[src/rtl/lab1_st_pkg.sv]
// Shared types and helpers for the lab1_st_merge result-stream merger.
// Entry layout is {channel, data}; pointer wrap helper used by the FIFO.
package lab1_st_pkg;

  localparam int LAB1_DATA_W = 32;

  typedef logic chan_t;

  typedef struct packed {
    chan_t                  channel;
    logic [LAB1_DATA_W-1:0] data;
  } entry_t;

  function automatic int unsigned ptr_inc(input int unsigned ptr, input int unsigned depth);
    return (ptr + 1 >= depth) ? 0 : ptr + 1;
  endfunction

endpackage

[src/rtl/lab1_st_fifo.sv]
// First-word-fall-through FIFO of tagged entries with registered full/empty
// flags and an occupancy count; the head entry is always visible on rd_entry.
module lab1_st_fifo
  import lab1_st_pkg::*;
#(
  parameter type T     = entry_t,
  parameter int  DEPTH = 8,
  parameter int  CNT_W = $clog2(DEPTH) + 1
) (
  input  logic             clk,
  input  logic             rst_n,
  input  logic             push,
  input  T                 wr_entry,
  input  logic             pop,
  output T                 rd_entry,
  output logic             full,
  output logic             empty,
  output logic [CNT_W-1:0] level
);

  localparam int AW = (DEPTH > 1) ? $clog2(DEPTH) : 1;

  T                 mem [DEPTH];
  logic [AW-1:0]    wr_ptr;
  logic [AW-1:0]    rd_ptr;
  logic             do_push;
  logic             do_pop;
  logic [CNT_W-1:0] level_nxt;

  assign do_push  = push & ~full;
  assign do_pop   = pop & ~empty;
  assign rd_entry = mem[rd_ptr];

  always_comb begin
    level_nxt = level;
    if (do_push && !do_pop) begin
      level_nxt = level + CNT_W'(1);
    end else if (!do_push && do_pop) begin
      level_nxt = level - CNT_W'(1);
    end
  end

  // Flags are registered from the next level so downstream readies see no
  // combinational path from the pop side.
  always_ff @(posedge clk or negedge rst_n) begin
    if (!rst_n) begin
      for (int i = 0; i < DEPTH; i++) begin
        mem[i] <= '0;
      end
      wr_ptr <= '0;
      rd_ptr <= '0;
      level  <= '0;
      full   <= 1'b0;
      empty  <= 1'b1;
    end else begin
      if (do_push) begin
        mem[wr_ptr] <= wr_entry;
        wr_ptr      <= AW'(ptr_inc(32'(wr_ptr), DEPTH));
      end
      if (do_pop) begin
        rd_ptr <= AW'(ptr_inc(32'(rd_ptr), DEPTH));
      end
      level <= level_nxt;
      full  <= (level_nxt == CNT_W'(DEPTH));
      empty <= (level_nxt == '0);
    end
  end

endmodule

[src/rtl/lab1_st_merge.sv]
// Round-robin merge of two ready/valid ALU result streams into one tagged
// FWFT stream. Optional counters enabled by LAB1_MERGE_STATS_EN.
module lab1_st_merge
  import lab1_st_pkg::*;
#(
  parameter int DATA_W = LAB1_DATA_W,
  parameter int DEPTH  = 8,
  parameter int CNT_W  = $clog2(DEPTH) + 1
) (
  input  logic              clk_clk,
  input  logic              reset_reset_n,
  input  logic [DATA_W-1:0] in0_data,
  input  logic              in0_valid,
  output logic              in0_ready,
  input  logic [DATA_W-1:0] in1_data,
  input  logic              in1_valid,
  output logic              in1_ready,
  output logic [DATA_W-1:0] out_data,
  output logic              out_channel,
  output logic              out_valid,
  input  logic              out_ready,
  output logic [CNT_W-1:0]  fill_level
`ifdef LAB1_MERGE_STATS_EN
  ,
  output logic [31:0]       stat_cnt0,
  output logic [31:0]       stat_cnt1,
  output logic [31:0]       stat_stall
`endif
);

  typedef struct packed {
    chan_t             channel;
    logic [DATA_W-1:0] data;
  } merge_entry_t;

  chan_t        prio;
  logic         full;
  logic         empty;
  logic         acc0;
  logic         acc1;
  logic         push;
  merge_entry_t wr_entry;
  merge_entry_t rd_entry;

  // Priority channel sees ~full; the other also yields to a valid priority
  // channel. Readies are forced low while reset is held.
  assign in0_ready = reset_reset_n & ~full & (~prio | ~in1_valid);
  assign in1_ready = reset_reset_n & ~full & ( prio | ~in0_valid);

  assign acc0 = in0_valid & in0_ready;
  assign acc1 = in1_valid & in1_ready;
  assign push = acc0 | acc1;

  assign wr_entry.channel = acc1;
  assign wr_entry.data    = acc1 ? in1_data : in0_data;

  always_ff @(posedge clk_clk or negedge reset_reset_n) begin
    if (!reset_reset_n) begin
      prio <= 1'b0;
    end else if (push) begin
      prio <= ~wr_entry.channel;
    end
  end

  lab1_st_fifo #(
    .T     (merge_entry_t),
    .DEPTH (DEPTH),
    .CNT_W (CNT_W)
  ) u_fifo (
    .clk      (clk_clk),
    .rst_n    (reset_reset_n),
    .push     (push),
    .wr_entry (wr_entry),
    .pop      (out_ready),
    .rd_entry (rd_entry),
    .full     (full),
    .empty    (empty),
    .level    (fill_level)
  );

  assign out_valid   = ~empty;
  assign out_data    = rd_entry.data;
  assign out_channel = rd_entry.channel;

`ifdef LAB1_MERGE_STATS_EN
  always_ff @(posedge clk_clk or negedge reset_reset_n) begin
    if (!reset_reset_n) begin
      stat_cnt0  <= '0;
      stat_cnt1  <= '0;
      stat_stall <= '0;
    end else begin
      if (acc0) stat_cnt0 <= stat_cnt0 + 32'd1;
      if (acc1) stat_cnt1 <= stat_cnt1 + 32'd1;
      if (out_valid && !out_ready) stat_stall <= stat_stall + 32'd1;
    end
  end
`endif

endmodule
[config.mk]
export PLATFORM = sky130hd
export DESIGN_NAME = lab1_st_merge
export DESIGN_NICKNAME = d
export VERILOG_FILES = /design/src/rtl/lab1_st_pkg.sv /design/src/rtl/lab1_st_fifo.sv /design/src/rtl/lab1_st_merge.sv
export SDC_FILE = /design/constraint.sdc
export NUM_CORES = 1
export LEC_CHECK = 0
export ABC_AREA = 1
export CORE_MARGIN = 10
export CORE_UTILIZATION = 45
export CTS_CLUSTER_SIZE = 16
export DETAILED_ROUTE_END_ITERATION = 10
export PLACE_DENSITY = 0.62
export SLEW_MARGIN = 20
export SYNTH_ARGS = -nofsm -noshare
export SYNTH_HDL_FRONTEND = slang
export SYNTH_SLANG_ARGS = --single-unit
[constraint.sdc]
create_clock -name clk_clk -period 3.1 [get_ports clk_clk]
set_input_delay 0.62 -clock clk_clk [delete_from_list [all_inputs] [get_ports clk_clk]]
set_output_delay 0.62 -clock clk_clk [all_outputs]
set_load 0.02 [all_outputs]
* Word-level counts from Yosys, hierarchy flattened
Index checks and enable logic that the tools add are counted.
Operators by class: $add $sub $neg 4, magnitude comparators 5, equality and inequality tests 1, multiplexer cells 11, bitwise operators 18, reductions and logical operators 6
Operator list (count):
- $bwmux 264 | 1
- $bmux 33 s3 | 1
- $demux 33 s3 | 1
- $mux 33 | 3
- $mux 32 | 1
- $ge 4x4->1 const B | 4
- $add 3x1->4 const B | 2
- $mux 4 | 2
- $not 3->4 | 2
- $and 1x1->1 | 7
- $mux 3 | 2
- $not 1->1 | 6
- $add 4x1->4 const B | 1
- $eq 4x4->1 const B | 1
- $logic_not 4->1 | 1
- $lt 4x1->1 const B | 1
- $sub 4x1->4 const B | 1
- $logic_and 1x1->1 | 3
- $or 1x1->1 | 3
- $logic_not 1->1 | 2
Storage, ports and cells: register bits after elaboration 277, bits of input ports 69, output and inout bits 40, logic and storage cells 67

* Depth between registers and ports, before layout
Gate-level depths: netlist (run 1).
depth in word-level cells 11, depth in mapped cells 10, mapped depth without buffers 10

* Cells and area by module
A second synthesis (run 1) with hierarchy kept.
Second synthesis, totals: cell total of the unflattened synthesis 1623, area, all modules 13067.5 µm²
Modules (own cells, without submodules):
- lab1_st_fifo | times used 1, cells each 1498, area each 12425.7 µm²
- lab1_st_merge | times used 1, cells each 125, area each 641.9 µm²

* Worst setup path before layout (run 1)
OpenSTA, ideal clock, no wires.
kind reg2out, start reg u_fifo.rd_ptr[0], end out out_data[27], arrival 1565 ps, path slack 915 ps, stages on the path, launching flop included 7, path through dfrtp_1 -> buf_2 -> inv_2 -> buf_2 -> buf_1 -> o21ai_0 -> a31oi_1
On the way: word-level cells in the longest chain between the ends 4
Ends and longest elaborated chain:
- start, declared | line lab1_st_fifo.sv:25 | logic [AW-1:0] rd_ptr;
- start signal, assigned | line lab1_st_fifo.sv:61 | rd_ptr <= AW'(ptr_inc(32'(rd_ptr), DEPTH));
- $not 3->4 (implied by the code) | line lab1_st_fifo.sv:32 | assign rd_entry = mem[rd_ptr];
- $bmux 33 s3 | line lab1_st_fifo.sv:32
- $mux 33 (implied by the code) (2 in series) | line lab1_st_fifo.sv:32
- end, declared | line lab1_st_merge.sv:18 | output logic [DATA_W-1:0] out_data,
Every way passes these cells. The select of a mux whose other input is x is not followed.

* Final worst setup path (run 1)
start reg u_fifo.rd_ptr[0], end out out_data[19]
Same word-level chain as after synthesis.

==> impl_metrics.json, run 1 <==
{
  "status": "finished clean",
  "synth_area_um2": 13000,
  "clkLatencyLatePin_ns": 0.55,
  "cp_max_fo": 32,
  "fin_util_pct": 54.6,
  "hpwl_mm": 22.4,
  "grt_max_degree": 147,
  "clock-sinks": 277,
  "rsz0062_at_grt": "no",
  "finalInstanceArea_um2": 15600,
  "crit_chain": "inv_8, buf_12, a21oi_1, o21ai_0, nand2_1, nor2_1, a31oi_1, clkdlybuf4s15_1",
  "cts_tree": "built",
  "synthCells": 1606,
  "fmax_ghz": 0.338,
  "place.port_buffers": 108,
  "first_pass_iters": 5,
  "cts_setup_buffers": 0,
  "antenna_cells": 0,
  "fin_skew_ns": 0.0117,
  "root_buffer": "clkbuf_16",
  "grt_use_total_pct": 19.3,
  "h-tree-depth": 1,
  "grt_overflow": 0,
  "final_cell_mix": "294 x nand2_1, 274 x dfrtp_1, 267 x o21ai_0",
  "place_ws_ns": 0.293,
  "setup_tns_ns": 0,
  "gp_congestion": 0.798,
  "syn_avg_cell_area_um2": 8.12,
  "relSlewSlack_pct": 45.5,
  "numCtsBuffers": 30,
  "dieArea_um2": 36200,
  "fin_nets": 1747,
  "grt_first_pass_wirelength_mm": 57.7,
  "worstPathRequired_ns": 2.48,
  "finalPower_mw": 17.5,
  "slowest_delay_ns": 0.54,
  "routed_wl_mm": 35.5,
  "p_leak_nw": 6.94,
  "syn2layout_area_growth_pct": 19.9,
  "dr_total_vias": 11100,
  "drtIter0Drc": 802,
  "p_per_area_nw_per_um2": 1120,
  "cts_hold_buf": 0,
  "worst_pin_slew_ns": 0.817,
  "wire_per_inst_um": 17.1,
  "die_w_um": 190,
  "final_layout_size_suffix_gt1_share_pct": 6.31,
  "worst_setup_path_start_kind": "flip-flop",
  "endpoint_kind": "output pin",
  "crit_slowest_cell": "dfrtp_4",
  "grt_pass1_vias": 10900,
  "arrival_ns": 2.34,
  "critical_path_class": "flip-flop to output pin",
  "min_period_over_period_pct": 95.5,
  "remaining_drc_errors": 0,
  "placed_area_um2": 14600,
  "clk_path_buf_depth": 3,
  "yosys_warnings": 0,
  "cts-resized-gates": 35,
  "vias_per_cell": 5.35,
  "fin_crit_ns": 2.96,
  "vdd_drop_max_mv": 0.532,
  "n_fill_cell": 2689,
  "pin_count": 109,
  "synth_nets": 1679,
  "antenna_found_initial": 0,
  "synth-seq-area-share_pct": 53.2,
  "postRouteAntennaNets": 0,
  "drv_slew": 0,
  "die_y_um": 190,
  "final_common_cell": "nand2_1",
  "yosysUniqueCellTypes": 28,
  "hold_class": "input port to asynchronous set/reset pin",
  "fin_ws_ns": 0.138,
  "setup_viol": 0,
  "synth_seq_cells": 277,
  "drv_cap": 0,
  "clkSlewWorstSetupHoldPaths_ns": 0.06,
  "start_util_pct": 45.6,
  "hold_violations": 0,
  "core_area_um2": 28600,
  "row_count": 62
}
## power by group
| part | switching [mW] | total [mW] | internal [mW] | leakage (nW) |
|---|---|---|---|---|
| Combinational | 4.73 | 7.53 | 2.80 | 3.17 |
| Sequential | 0.794 | 6.22 | 5.43 | 3.26 |
| Clock | 1.45 | 3.74 | 2.30 | 0.505 |
## stage by stage
step | hold WS [ns] | instances
after floorplan | 0.324 | 1606
after global placement | 0.464 | 2025
after detailed placement | 0.471 | 2025
after CTS | 0.244 | 2079
after global routing | 0.0611 | 2080
final | 0.0634 | 2080
## state kept, by name, summed over array words and instances, names as in the netlist
| register | count |
|---|---|
| u_fifo.empty | 1 |
| u_fifo.wr_ptr | 3 |
| u_fifo.rd_ptr | 3 |
| prio | 1 |
| u_fifo.mem | 264 |
| u_fifo.level | 4 |
| u_fifo.full | 1 |
## cells in the mapped netlist, drive strengths merged
| master | count | share of area (%) |
|---|---|---|
| nand2 | 298 | 8.7 |
| buf | 59 | 2.4 |
| xor2 | 3 | 0.20 |
| nand3b | 1 | 0.058 |
| a31oi | 160 | 7.7 |
| and2 | 1 | 0.048 |
| clkbuf | 48 | 1.4 |
| dfstp | 1 | 0.20 |
| xnor2 | 1 | 0.067 |
| dfrtp | 276 | 53 |
| o2bb2ai | 1 | 0.067 |
| a21oi | 132 | 5.1 |
| ha | 4 | 0.38 |
| nand3 | 8 | 0.35 |
| inv | 155 | 4.5 |
| o21ai | 272 | 10 |
| nor2 | 181 | 5.2 |
| o211ai | 1 | 0.16 |
| o22ai | 2 | 0.096 |
| nor3 | 1 | 0.077 |
| o311ai | 1 | 0.067 |
## metal layers
| metal | wire length (um) | up-vias | GRT usage, % |
|---|---|---|---|
| met5 | 0 | - | 0 |
| met4 | 631 | 0 | 4.85 |
| met3 | 1790 | 48 | 3.24 |
| met2 | 16900 | 258 | 31.7 |
| met1 | 16200 | 5317 | 26.2 |
| li1 | - | 5503 | - |
## cell families (layout without fill, tap and decap cells)
family	Yosys count	in the layout	synth area share, %
XOR/XNOR	4	4	0.269
AND/OR/NAND/NOR	490	490	14.4
flip-flops	277	277	53.2
adder cells (fa/ha/maj)	4	4	0.384
buffers and inverters	262	352	8.19
AO/OA/AOI/OAI	569	569	23.6
## final cells by class
| class | instances | area (um2) | share of cell area [%] |
|---|---|---|---|
| Clock inverter | 7 | 135 | 0.864 |
| Inverter | 155 | 589 | 3.77 |
| Clock buffer | 47 | 896 | 5.73 |
| Timing Repair Buffer | 143 | 1540 | 9.87 |
| Sequential cell | 277 | 6940 | 44.4 |
| Tap cell | 384 | 480 | 3.07 |
| Multi-Input combinational cell | 1067 | 5050 | 32.3 |
## final timing paths
kind / startpoint / endpoint / slack [ns] / cells past startpoint
min in group clk_clk: u_fifo.mem[230]$_DFFE_PN0P_ / u_fifo.mem[230]$_DFFE_PN0P_ / 0.48 / 2
hold reg to reg: u_fifo.mem[230]$_DFFE_PN0P_ / u_fifo.mem[230]$_DFFE_PN0P_ / 0.48 / 2
max in group asynchronous: reset_reset_n / u_fifo.mem[45]$_DFFE_PN0P_ / 2.30 / 2
hold / removal: reset_reset_n / u_fifo.mem[124]$_DFFE_PN0P_ / 0.06 / 2
setup / recovery: u_fifo.rd_ptr[0]$_DFFE_PN0P_ / out_data[19] / 0.14 / 8
setup reg to reg: u_fifo.full$_DFF_PN0_ / u_fifo.mem[235]$_DFFE_PN0P_ / 1.25 / 8
## worst max-delay path, delay by kind of cell (launching register included)
family	cells	cell delay, ns
AO/OA/AOI/OAI	3	0.49
buffers and inverters	3	0.65
flip-flops	1	0.54
AND/OR/NAND/NOR	2	0.11
Power figures use the tool's default switching activity.
==> run 2, diff against run 1 <==
CAP_MARGIN = 40   (was default)
PLACE_DENSITY = default   (was 0.62)
==> run 2 against run 1 <==
Effect of this change:
- combinational power is 1% higher
- maximum frequency down 2.0%
- clock-buffer cell count is the same
- first-iteration DRC count up 4.0%
- critical endpoint is now out_data[1]
==> impl_metrics.json, run 2 (synthesis gave the netlist of run 1 again) <==
{
  "first_pass_iters": 5,
  "final_cell_mix": "294 x nand2_1, 274 x dfrtp_1, 267 x o21ai_0",
  "critical_path_class": "flip-flop to output pin",
  "place_ws_ns": 0.358,
  "p_leak_nw": 6.92,
  "grt_pass1_vias": 11100,
  "h-tree-depth": 1,
  "dieArea_um2": 36200,
  "p_per_area_nw_per_um2": 1110,
  "wire_per_inst_um": 17.3,
  "postRouteAntennaNets": 0,
  "place.port_buffers": 108,
  "clk_path_buf_depth": 3,
  "cts_tree": "built",
  "reg_top3": "u_fifo.mem: 264 flops, u_fifo.level: 4 flops",
  "hold_violations": 0,
  "final_common_cell": "nand2_1",
  "setup_tns_ns": 0,
  "status": "finished clean",
  "grt_overflow": 0,
  "worstPathRequired_ns": 2.48,
  "finalPower_mw": 17.3,
  "clkLatencyLatePin_ns": 0.56,
  "vdd_drop_max_mv": 0.651,
  "setup_viol": 0,
  "final_layout_size_suffix_gt1_share_pct": 6.53,
  "numCtsBuffers": 30,
  "met3_usage_pct": 2.82,
  "remaining_drc_errors": 0,
  "arrival_ns": 2.40,
  "clock-sinks": 277,
  "relSlewSlack_pct": 44.7,
  "largest_register": "u_fifo.mem",
  "drv_cap": 0,
  "routed_wl_mm": 36.0,
  "holdWs_ns": 0.466,
  "worst_pin_slew_ns": 0.830,
  "gp_congestion": 0.813,
  "busiest_layer": "met2",
  "fin_skew_ns": 0.0145,
  "min_period_over_period_pct": 97.5,
  "n_fill_cell": 2692,
  "grtUsageMet1_pct": 27.7,
  "vias_per_cell": 5.41,
  "hold_class": "input port to asynchronous set/reset pin",
  "fin_crit_ns": 3.02,
  "syn2layout_area_growth_pct": 19.6,
  "placed_area_um2": 14700,
  "antenna_cells": 0,
  "die_w_um": 190,
  "root_buffer": "clkbuf_16",
  "worst_setup_path_start_kind": "flip-flop",
  "clkSlewWorstSetupHoldPaths_ns": 0.06,
  "row_count": 62,
  "drv_slew": 0,
  "multi_input_area_um2": 5070,
  "rr_worst_depth": 8,
  "endpoint_kind": "output pin",
  "largest_reg_flops": 264,
  "die_y_um": 190,
  "fin_ws_ns": 0.0769,
  "hpwl_mm": 22.5,
  "use_met2_pct": 32.5,
  "cp_max_fo": 26,
  "antenna_found_initial": 0,
  "dr_total_vias": 11300,
  "core_area_um2": 28600,
  "finalInstanceArea_um2": 15600,
  "pin_count": 109,
  "fmax_ghz": 0.331,
  "grt_use_total_pct": 19.9,
  "fin_nets": 1750,
  "grt_first_pass_wirelength_mm": 59.5,
  "ff_latch_area_um2": 6940,
  "drtIter0Drc": 834,
  "start_util_pct": 45.6,
  "grt_max_degree": 150
}
-- run 2: path summary, 6_finish.rpt --
path                                               end  slack [ns]                         start
max                                        out_data[1]        0.08  u_fifo.rd_ptr[0]$_DFFE_PN0P_
min                          u_fifo.level[0]$_DFF_PN0_        0.47                 reset_reset_n
max reg2reg                u_fifo.mem[234]$_DFFE_PN0P_        1.26         u_fifo.full$_DFF_PN0_
min reg2reg                u_fifo.mem[263]$_DFFE_PN0P_        0.48   u_fifo.mem[263]$_DFFE_PN0P_
max in group asynchronous  u_fifo.mem[115]$_DFFE_PN0P_        1.59                 reset_reset_n
min in group clk_clk       u_fifo.mem[263]$_DFFE_PN0P_        0.48   u_fifo.mem[263]$_DFFE_PN0P_
-- run 2: cell type report --
| cell class | count | share of cell area, % |
|---|---|---|
| repair buffers | 146 | 10.1 |
| clock buffers | 47 | 5.81 |
| well taps | 384 | 3.08 |
| clock inverters | 8 | 0.257 |
| multi-input cells | 1067 | 32.5 |
| inverters | 155 | 3.76 |
| flip-flops and latches | 277 | 44.5 |
-- run 2: through the flow --
stage               util [%]  std cells
floorplan                  -       1606
CTS                     54.5       2084
finish                  54.5       2084
global route            54.5       2084
detailed placement      51.2       2028
global placement        51.1       2027
-- run 2: timing repair --
action	in CTS	in global routing
hold endpoints to repair	11	0
setup endpoints to repair	33	5
setup buffers	0	0
resized for setup	35	11
hold buffers	1	0
-- run 2: power by group --
part           internal (mW)  leakage (nW)  switching, mW
logic                   2.85          3.19           4.79
clock network           1.99         0.474           1.45
registers               5.43          3.26          0.773
-- run 2: worst max-delay path, stage by stage, from the launching register on --
cell and delay [ns]:
dfrtp_4 0.58, inv_4 0.14, buf_4 0.28, o21ai_0 0.16
a31oi_2 0.31, dlygate4sd2_1 0.38
-- run 2: layer usage --
metal | wire length, um | share of wire (%)
met5 | 0 | 0
met4 | 523 | 1.5
met3 | 1880 | 5.2
met2 | 16700 | 47
met1 | 16800 | 47
==> run 3, diff against run 2 <==
clock period = 3.3 ns   (was 3.1 ns; I/O delays follow)
==> run 3 against run 2 <==
Effect of this change:
- critical path type unchanged
- total power shrank 3.9%
- worst hold slack improved by 0.020 ns
- worst setup slack improved by 0.033 ns
- clock-buffer cell count is the same
- register-to-register slack gained 0.17 ns
- routed wire length fell by 0.63%
- utilization is 0.40 points higher
- clock power grew 3%
- sequential share of layout area down 0.32 points
- largest cell class unchanged
- combinational power fell by 5.1%
- cell area up 0.73%
==> impl_metrics.json, run 3 (synthesis gave the netlist of run 1 again) <==
{
  "setup_tns_ns": 0,
  "place.port_buffers": 108,
  "final_layout_size_suffix_gt1_share_pct": 6.41,
  "placedCellCount": 2023,
  "endpoint_kind": "output pin",
  "cts_tree": "built",
  "largest_reg_flops": 264,
  "internal_power_mw": 9.98,
  "fin_util_pct": 54.9,
  "finalInstanceArea_um2": 15700,
  "hold_class": "flip-flop to flip-flop",
  "first_pass_iters": 5,
  "p_per_area_nw_per_um2": 1060,
  "fin_crit_ns": 3.19,
  "clk_path_buf_depth": 3,
  "grt_max_degree": 132,
  "rsz0062_at_grt": "no",
  "placed_area_um2": 14600,
  "grt_first_pass_wirelength_mm": 57.8,
  "final_cells": 2084,
  "routed_wl_mm": 35.7,
  "antenna_found_initial": 0,
  "min_period_over_period_pct": 96.7,
  "antenna_cells": 0,
  "cp_max_fo": 37,
  "reg_top3": "u_fifo.mem: 264 flops, u_fifo.level: 4 flops",
  "syn2layout_area_growth_pct": 20.4,
  "clock-sinks": 277,
  "final_cell_mix": "294 x nand2_1, 274 x dfrtp_1, 267 x o21ai_0",
  "drv_slew": 0,
  "fin_ws_ns": 0.110,
  "pwr-share-clk_pct": 21.4,
  "start_util_pct": 45.6,
  "arrival_ns": 2.53,
  "hpwl_mm": 22.2,
  "worst_setup_path_start_kind": "flip-flop",
  "clkSlewWorstSetupHoldPaths_ns": 0.06,
  "pwr-share-comb_pct": 43.7,
  "core_area_um2": 28600,
  "numCtsBuffers": 31,
  "wire_per_inst_um": 17.2,
  "fin_skew_ns": 0.0110,
  "p_seq_share_pct": 34.9,
  "grt_use_total_pct": 19.4,
  "fmax_ghz": 0.313,
  "die_y_um": 190,
  "row_count": 62,
  "grt_pass1_vias": 10800,
  "worstPathRequired_ns": 2.64,
  "worst_pin_slew_ns": 0.696,
  "critical_path_class": "flip-flop to output pin",
  "drtIter0Drc": 845,
  "drv_cap": 0,
  "fin_nets": 1748,
  "relSlewSlack_pct": 53.6,
  "grt_overflow": 0,
  "p_leak_nw": 7.03,
  "vdd_drop_max_mv": 0.431,
  "h-tree-depth": 1,
  "place_ws_ns": 0.412,
  "p_sw_mw": 6.63,
  "hold_violations": 0,
  "status": "finished clean",
  "postRouteAntennaNets": 0,
  "remaining_drc_errors": 0,
  "pin_count": 109,
  "setup_viol": 0,
  "clkLatencyLatePin_ns": 0.56,
  "largest_register": "u_fifo.mem",
  "gp_congestion": 0.792,
  "sw_frac_of_total_pct": 39.9,
  "dieArea_um2": 36200,
  "die_w_um": 190,
  "dr_total_vias": 11200,
  "root_buffer": "clkbuf_16",
  "vias_per_cell": 5.37,
  "final_common_cell": "nand2_1"
}
==> run 3: cell types whose count changed in the layout (fill, tap and decap cells not counted), moves of 3 or more <==
cell             previous run  this run
bufinv_16                   0         3
clkdlybuf4s50_1            74        78
dlymetal6s2s_1              0        11
buf_12                     18        13
dlygate4sd2_1              29        18
==> run 3: critical path: stages (launching register included) <==
cell and delay, ns:
dfrtp_4 0.52, inv_8 0.18, buf_12 0.22, o21ai_0 0.11, nand2_1 0.06, nor2_1 0.04
a31oi_1 0.18, clkdlybuf4s50_1 0.63
==> run 3: path summary, 6_finish.rpt <==
| path | startpoint | end | slack (ns) | cells after the start |
|---|---|---|---|---|
| min reg2reg | u_fifo.mem[230]$_DFFE_PN0P_ | u_fifo.mem[230]$_DFFE_PN0P_ | 0.49 | 2 |
| max | u_fifo.rd_ptr[0]$_DFFE_PN0P_ | out_data[10] | 0.11 | 7 |
| max reg2reg | u_fifo.full$_DFF_PN0_ | u_fifo.mem[87]$_DFFE_PN0P_ | 1.43 | 7 |
| min in group asynchronous | reset_reset_n | prio$_DFFE_PN0N_ | 0.54 | 2 |
| min | u_fifo.mem[230]$_DFFE_PN0P_ | u_fifo.mem[230]$_DFFE_PN0P_ | 0.49 | 2 |
| max in group asynchronous | reset_reset_n | u_fifo.mem[15]$_DFFE_PN0P_ | 1.12 | 5 |
==> run 3: stage by stage <==
| step | hold slack [ns] | power (mW) |
|---|---|---|
| after detailed placement | 0.469 | 13.3 |
| after floorplan | 0.364 | 10.6 |
| after global routing | 0.524 | 17.9 |
| after global placement | 0.462 | 13.1 |
| final | 0.485 | 16.6 |
| after CTS | 0.484 | 16.7 |
==> run 3: timing repair <==
action | 4_1_cts | 5_1_grt
cloned | 0 | 1
endpoints found under the hold margin | 22 | 0
hold buffers | 1 | 0
setup endpoints to repair | 25 | 13
setup buffers | 0 | 0
resized for setup | 21 | 13
==> run 3: cell type report <==
type,instances,area (um2)
Tap cell,384,480
Fill cell,2718,12900
Multi-Input combinational cell,1067,5050
Timing Repair Buffer,143,1580
Clock inverter,11,136
Inverter,155,592
Clock buffer,47,926
Sequential cell,277,6940
==> run 3: metal layers <==
layer,track usage (%),vias to the layer above,wire (um)
li1,-,5499,-
met5,0,-,0
met3,3.04,59,1440
met2,31.1,239,16500
met1,27.1,5398,17100
met4,4.60,0,694
==> run 3: power groups by stage <==
stage / clock network, mW / logic [mW] / registers [mW]
2_1_floorplan: 0 / 4.90 / 5.66
3_3_place_gp: 0 / 7.31 / 5.80
3_5_place_dp: 0 / 7.41 / 5.85
4_1_cts: 3.60 / 7.29 / 5.80
5_1_grt: 3.74 / 8.19 / 5.99
6_report: 3.55 / 7.25 / 5.80
